<file path="src/rtl/mold_seq_ctrl.sv">
// MoldUDP64 per-session sequencing controller.
// Classifies each parsed packet as forward / partial-skip / drop, tracks the
// next expected sequence number and raises retransmission requests on gaps.
//
// state   | meaning
// --------+------------------------------------------------------------
// INIT    | no session locked yet; first header latches the session id
// IDLE    | locked, waiting for the next header
// FWD     | packet in order (or overlapping); forward once skip_q == 0
// DROP    | packet discarded until pkt_end_i
// END     | end-of-session seen; absorbing until reset
module mold_seq_ctrl #(
  parameter int              SID_W    = 80,
  parameter int              SEQ_W    = 64,
  parameter int              ML_W     = 16,
  parameter logic [ML_W-1:0] RETX_MAX = 16'd256
) (
  input  logic             clk,
  input  logic             nreset,
  input  logic             hdr_v_i,
  input  logic [SID_W-1:0] hdr_sid_i,
  input  logic [SEQ_W-1:0] hdr_seq_i,
  input  logic [ML_W-1:0]  hdr_cnt_i,
  input  logic             msg_end_i,
  input  logic             pkt_end_i,
  output logic             fwd_o,
  output logic             drop_o,
  output logic             retx_v_o,
  output logic [SEQ_W-1:0] retx_seq_o,
  output logic [ML_W-1:0]  retx_cnt_o,
  input  logic             retx_ready_i,
  output logic [SEQ_W-1:0] expect_seq_o,
  output logic             locked_o,
  output logic             eos_o,
  output logic             proto_err_o
);

  typedef enum logic [2:0] {ST_INIT, ST_IDLE, ST_FWD, ST_DROP, ST_END} state_t;

  state_t            state_q, state_d;
  logic [SID_W-1:0]  sid_q;
  logic [SEQ_W-1:0]  exp_q, seq_q, retx_seq_q;
  logic [ML_W-1:0]   cnt_q, skip_q, retx_cnt_q;
  logic              locked_q, drop_q, perr_q, eos_q, retx_v_q;

  logic              cls_drop, cls_gap;
  logic [SEQ_W-1:0]  e_eff, gap_dist;
  logic [SEQ_W:0]    seq_sum;
  logic [ML_W-1:0]   skip_init, retx_len;
  logic              sid_ok, retx_fire;

  // In INIT the header itself defines E, so it always resolves in-order.
  assign e_eff     = (state_q == ST_INIT) ? hdr_seq_i : exp_q;
  assign sid_ok    = (state_q == ST_INIT) || (hdr_sid_i == sid_q);
  assign seq_sum   = {1'b0, hdr_seq_i} + {{(SEQ_W+1-ML_W){1'b0}}, hdr_cnt_i};
  assign gap_dist  = hdr_seq_i - e_eff;
  assign retx_len  = (gap_dist > {{(SEQ_W-ML_W){1'b0}}, RETX_MAX}) ? RETX_MAX : gap_dist[ML_W-1:0];
  // Overlap skip is always < C, so modular low-bit subtraction is exact.
  assign skip_init = e_eff[ML_W-1:0] - hdr_seq_i[ML_W-1:0];
  assign retx_fire = retx_v_q && retx_ready_i;

  // State register.
  always_ff @(posedge clk or negedge nreset) begin
    if (!nreset) state_q <= ST_INIT;
    else         state_q <= state_d;
  end

  // Next-state and header classification.
  always_comb begin
    state_d  = state_q;
    cls_drop = 1'b0;
    cls_gap  = 1'b0;
    case (state_q)
      ST_INIT, ST_IDLE: begin
        if (hdr_v_i) begin
          state_d = ST_IDLE;
          if (!sid_ok) begin
            state_d  = ST_DROP;
            cls_drop = 1'b1;
          end else if (&hdr_cnt_i) begin
            state_d = ST_END;
          end else if (hdr_cnt_i == '0) begin
            cls_gap = (hdr_seq_i > e_eff);
          end else if (hdr_seq_i == e_eff) begin
            state_d = ST_FWD;
          end else if (hdr_seq_i < e_eff) begin
            if (seq_sum <= {1'b0, e_eff}) begin
              state_d  = ST_DROP;
              cls_drop = 1'b1;
            end else begin
              state_d = ST_FWD;
            end
          end else begin
            state_d  = ST_DROP;
            cls_drop = 1'b1;
            cls_gap  = 1'b1;
          end
        end
      end
      ST_FWD, ST_DROP: if (pkt_end_i) state_d = ST_IDLE;
      default: state_d = ST_END;
    endcase
  end

  // Session, expected-sequence, skip and strobe registers.
  always_ff @(posedge clk or negedge nreset) begin
    if (!nreset) begin
      sid_q    <= '0;
      locked_q <= 1'b0;
      exp_q    <= '0;
      seq_q    <= '0;
      cnt_q    <= '0;
      skip_q   <= '0;
      drop_q   <= 1'b0;
      perr_q   <= 1'b0;
      eos_q    <= 1'b0;
    end else begin
      drop_q <= cls_drop;
      perr_q <= hdr_v_i && ((state_q == ST_FWD) || (state_q == ST_DROP));
      eos_q  <= eos_q || (state_d == ST_END);
      if (hdr_v_i && (state_q == ST_INIT)) begin
        sid_q    <= hdr_sid_i;
        locked_q <= 1'b1;
        exp_q    <= hdr_seq_i;
      end else if ((state_q == ST_FWD) && pkt_end_i) begin
        exp_q <= seq_q + {{(SEQ_W-ML_W){1'b0}}, cnt_q};
      end
      if ((state_q != ST_FWD) && (state_d == ST_FWD)) begin
        seq_q  <= hdr_seq_i;
        cnt_q  <= hdr_cnt_i;
        skip_q <= skip_init;
      end else if ((state_q == ST_FWD) && msg_end_i && (skip_q != '0)) begin
        skip_q <= skip_q - 1'b1;
      end
    end
  end

  // Retransmission request: a pending request is never overwritten.
  always_ff @(posedge clk or negedge nreset) begin
    if (!nreset) begin
      retx_v_q   <= 1'b0;
      retx_seq_q <= '0;
      retx_cnt_q <= '0;
    end else if (cls_gap && (!retx_v_q || retx_fire)) begin
      retx_v_q   <= 1'b1;
      retx_seq_q <= e_eff;
      retx_cnt_q <= retx_len;
    end else if (retx_fire) begin
      retx_v_q <= 1'b0;
    end
  end

  // Outputs.
  always_comb begin
    fwd_o        = (state_q == ST_FWD) && (skip_q == '0);
    drop_o       = drop_q;
    proto_err_o  = perr_q;
    eos_o        = eos_q;
    locked_o     = locked_q;
    expect_seq_o = exp_q;
    retx_v_o     = retx_v_q;
    retx_seq_o   = retx_seq_q;
    retx_cnt_o   = retx_cnt_q;
  end

endmodule

</file>
<file path="config.mk">
export PLATFORM = sky130hd
export DESIGN_NAME = mold_seq_ctrl
export DESIGN_NICKNAME = d
export VERILOG_FILES = /design/src/rtl/mold_seq_ctrl.sv
export SDC_FILE = /design/constraint.sdc
export NUM_CORES = 1
export LEC_CHECK = 0
export BUFFER_PORTS_ARGS = -buffer_cell sky130_fd_sc_hd__buf_2
export CORE_MARGIN = 2
export CORE_UTILIZATION = 50
export CTS_CLUSTER_SIZE = 16
export DETAILED_ROUTE_END_ITERATION = 7
export GPL_ROUTABILITY_DRIVEN = 0
export HOLD_SLACK_MARGIN = 0.15
export PLACE_DENSITY = 0.78
export SYNTH_ARGS = -nofsm -noshare
export SYNTH_HDL_FRONTEND = slang
export SYNTH_SLANG_ARGS = --single-unit
</file>
<file path="constraint.sdc">
create_clock -name clk -period 6.9 [get_ports clk]
set_clock_uncertainty 0.2 [all_clocks]
set_input_delay 1.38 -clock clk [delete_from_list [all_inputs] [get_ports clk]]
set_output_delay 1.38 -clock clk [all_outputs]
set_load 0.005 [all_outputs]
</file>
==> summary.md <==
| Metric | Value |
|---|---|
| Critical Path Fanout Max | 47 |
| Worst-Skew Late Latency | 0.59 ns |
| Post-synthesis cell count | between 2000 and 3000 |
| Crit-path slowest cell | fa_1 |
| Switch share | 0.3641 |
| Top post-synthesis cells by area | dfrtp_1, ha_1, mux2_2 |
| Comb power frac | 0.369 |
| Crit share post-route | 0.9631 |
| Crit Path Category | in -> reg |
| Bufs and invs on worst path | 6 |
| Fraction of layout cells with a size suffix above 1 | 0.2291 |
| Slew Limit Fails | 0 |
| CTS max path bufs | 3 |
| Die Width | 225.1 um |
| Met3 WL | 7.391 mm |
| Reg power frac | 0.324 |
| Post-route DRC | 0 |
| Top cell type's share of synthesized area | 0.3359 |
| Hold Crit Start | locked_o$_DFFE_PN0P_ |
| Setup TNS | 0 ns |
| Synthesis-stage register bit count | approximately 330 |
| Iter 0 DRT Violations | approximately 2300 |
| Nets | 3364 |
| Distinct cells, synth | 94 |
| Internal power | between 4 and 5 mW |
| Worst Max-Slew Pin Slew | approximately 1.2 ns |
| Cell Area, Placed | 27180 um2 |
| CTS root buf | clkbuf_16 |
| Vias | about 23000 |
| Post-CTS setup buffers | 0 |
| Detail Route met2 WL | ~36 mm |
| GRT Util Overall | 0.3040 |
| Slew headroom | 0.2242 |
| Vias/cell | around 6.3 |
| Total gr overflow | 0 |
| Arrival @ worst endpoint | around 6.9 ns |
| Hold Buf Count CTS | 0 |
| # fillers | about 4000 |
| Num rows | 81 |
| Post-CTS resize count | 0 |
| Slowest Stage Delay on Critical Path | 0.41 ns |
| Critical path's most frequent cell | buf_4 |
| Peak supply drop | 0.0002557 V |
| Antenna violations before repair | 13 |
| Detailed-routing wirelength on met1 | 30.74 mm |
| Mean Syn Cell Area | ~9 um2 |
| Routed WL per cell | ~21 um |
| CP Capture Type | flip-flop |
| Max cap viols | 0 |
| H-tree levels | 2 |
| Synth cell count leaders | dfrtp_1, a21oi_1, nor2_1 |
| Sequential area share after synthesis | 0.3359 |
| CTS buffer count | 38 |
| Pwr dens | 249.7 nW/um2 |
| Number of synthesized flops with an enable pin | 0 |
| Final wirelength | ~80 mm |
| Cell with the most instances after synthesis | dfrtp_1 |
| Worst reg2reg path startpoint | state_q[2]$_DFF_PN0_ |
| Worst hold-check path type | reg -> reg |
| Uppermost layer routed | met5 |
| Largest net degree at the start of global routing | 134 |
| Final instance area | about 29000 um2 |
| Final setup violation count | 0 |
| CP required | between 7 and 8 ns |
| IO Port Bufs | approximately 320 |
| Ys flop type | dfrtp_1 |
| Core ar. | around 49000 um2 |
| CP Launch Point | hdr_cnt_i[0] |
| Vias in the first global route | ~23000 |
| Synthesis-to-layout area growth | 16.90% |
| FMAX | between 150 and 200 MHz |
| DP HPWL | about 60 mm |
| Post-Syn Nets | approximately 3000 |
| Ys async rst share | 1.000 |
| NetSw | approximately 2.6 mW |
| Crit path launch type | input port |
| Period minus WS final | 6.645 ns |
| Clock Pin Slew Worst Setup and Hold Paths | 0.06 ns |
| Io pins | approximately 320 |
| DRT antenna net count | 0 |
| Mapped cell area | approximately 24000 um2 |
| Final hold viol count | 0 |
| Die Area | between 50000 and 60000 um2 |
| Unrepaired setup endpoints after global routing | no |
| Clk pwr share | 0.307 |
| Status | complete, no violations |
| Leakage | 13.30 nW |
| Syn. warnings | 0 |
| Die Height | 225.1 um |
| Clk sinks | about 330 |
| Initial Utilization | 0.5034 |
| Critical path's top delay family | compound AO/OA/AOI/OAI gates |
| CTS tree | built |
| Drt pass-1 iters | 8 |
| Post-synth top area cell | dfrtp_1 |
| First-pass GRT wire length | ~120 mm |
==> power groups by stage <==
stage | sequential [mW] | combinational, mW | clock [mW]
finish | 2.31 | 2.63 | 2.19
global placement | 2.32 | 2.48 | 0
CTS | 2.31 | 2.58 | 2.22
global route | 2.33 | 2.87 | 2.30
floorplan | 2.30 | 1.68 | 0
detailed placement | 2.34 | 2.56 | 0
==> worst paths after layout <==
| check | endpoint | slack (ns) | cells past startpoint |
|---|---|---|---|
| max in group asynchronous | sid_q[13]$_DFFE_PN0P_ | 4.48 | 2 |
| hold / removal | locked_o$_DFFE_PN0P_ | 0.29 | 1 |
| setup reg to reg | retx_cnt_o[8]$_DFFE_PN0P_ | 0.62 | 18 |
| hold reg to reg | locked_o$_DFFE_PN0P_ | 0.29 | 1 |
| setup / recovery | skip_q[8]$_DFFE_PN0P_ | 0.25 | 26 |
| min in group asynchronous | retx_seq_o[51]$_DFFE_PN0P_ | 0.61 | 1 |
==> cell type report <==
cell class	count	area, um2	share of cell area
inverters	88	330.3	0.01156
clock inverters	20	290.3	0.01016
multi-input cells	2140	15440	0.5403
flip-flops and latches	328	8208	0.2873
diodes	4	10.01	0.0003504
clock buffers	49	1062	0.03718
well taps	622	778.2	0.02724
repair buffers	422	2452	0.08584
==> cell usage in the layout, fill, tap and decap left out, types with 6 or more instances in the layout <==
cell type	synthesis	routed
dfrtp_1	328	328
a221o_1	6	6
and3_1	28	28
inv_1	88	88
mux2i_1	74	74
buf_4	0	102
clkbuf_16	0	38
o21bai_1	14	13
nor4_1	37	36
xor2_1	123	123
a2111oi_0	9	8
or3_1	13	13
nor2_1	202	201
nand2b_1	31	31
clkbuf_8	0	7
nand3_1	71	71
a21oi_1	225	224
nand4_1	83	83
and4_1	13	13
o211ai_1	9	9
a31oi_1	15	15
bufinv_16	0	6
mux2_2	159	159
nor2b_1	25	25
a22oi_1	51	51
nor3_1	56	54
o32ai_1	6	6
o21a_1	25	25
nor3b_1	8	8
xnor2_1	122	122
buf_2	24	314
a221oi_1	9	9
ha_1	176	176
a21o_1	69	69
nand2_1	184	183
a211oi_1	12	12
o21ai_0	147	147
and2_1	11	11
==> registers in the layout, indices dropped and copies added, names as in the netlist, 3 cells and up <==
register / cells
cnt_q: 16
retx_cnt_o: 16
state_q: 3
retx_seq_o: 64
expect_seq_o: 64
skip_q: 16
sid_q: 80
seq_q: 64
==> through the flow <==
step | hold slack, ns | instances | util | total power [mW] | worst slack [ns]
final | 0.2888 | 3673 | 0.5885 | 7.134 | 0.2549
after global routing | 0.2976 | 3669 | 0.5883 | 7.501 | 0.005911
after CTS | 0.2925 | 3669 | 0.5877 | 7.103 | 0.05184
after detailed placement | 0.2777 | 3600 | 0.5598 | 4.892 | -0.5518
after global placement | 0.2670 | 3600 | 0.5598 | 4.806 | -0.3571
after floorplan | 0.2650 | 2680 | - | 3.980 | 0.1134
==> cell families after synthesis <==
logic type | Yosys count | synth area share
AOI/OAI and AO/OA | 691 | 0.1836
muxes | 234 | 0.1040
adders and majority gates | 180 | 0.09339
DFF | 328 | 0.3359
buffers and inverters | 212 | 0.03502
xor gates and xnor gates | 245 | 0.08780
and+or+nand+nor | 790 | 0.1603
==> routing by layer <==
layer  track usage  vias up
li1              -    10500
met2        0.4906     1143
met5             0        -
met3       0.07731      274
met1        0.3738    11200
met4        0.1634       20
No activity file was read; power rests on OpenSTA's default activity.
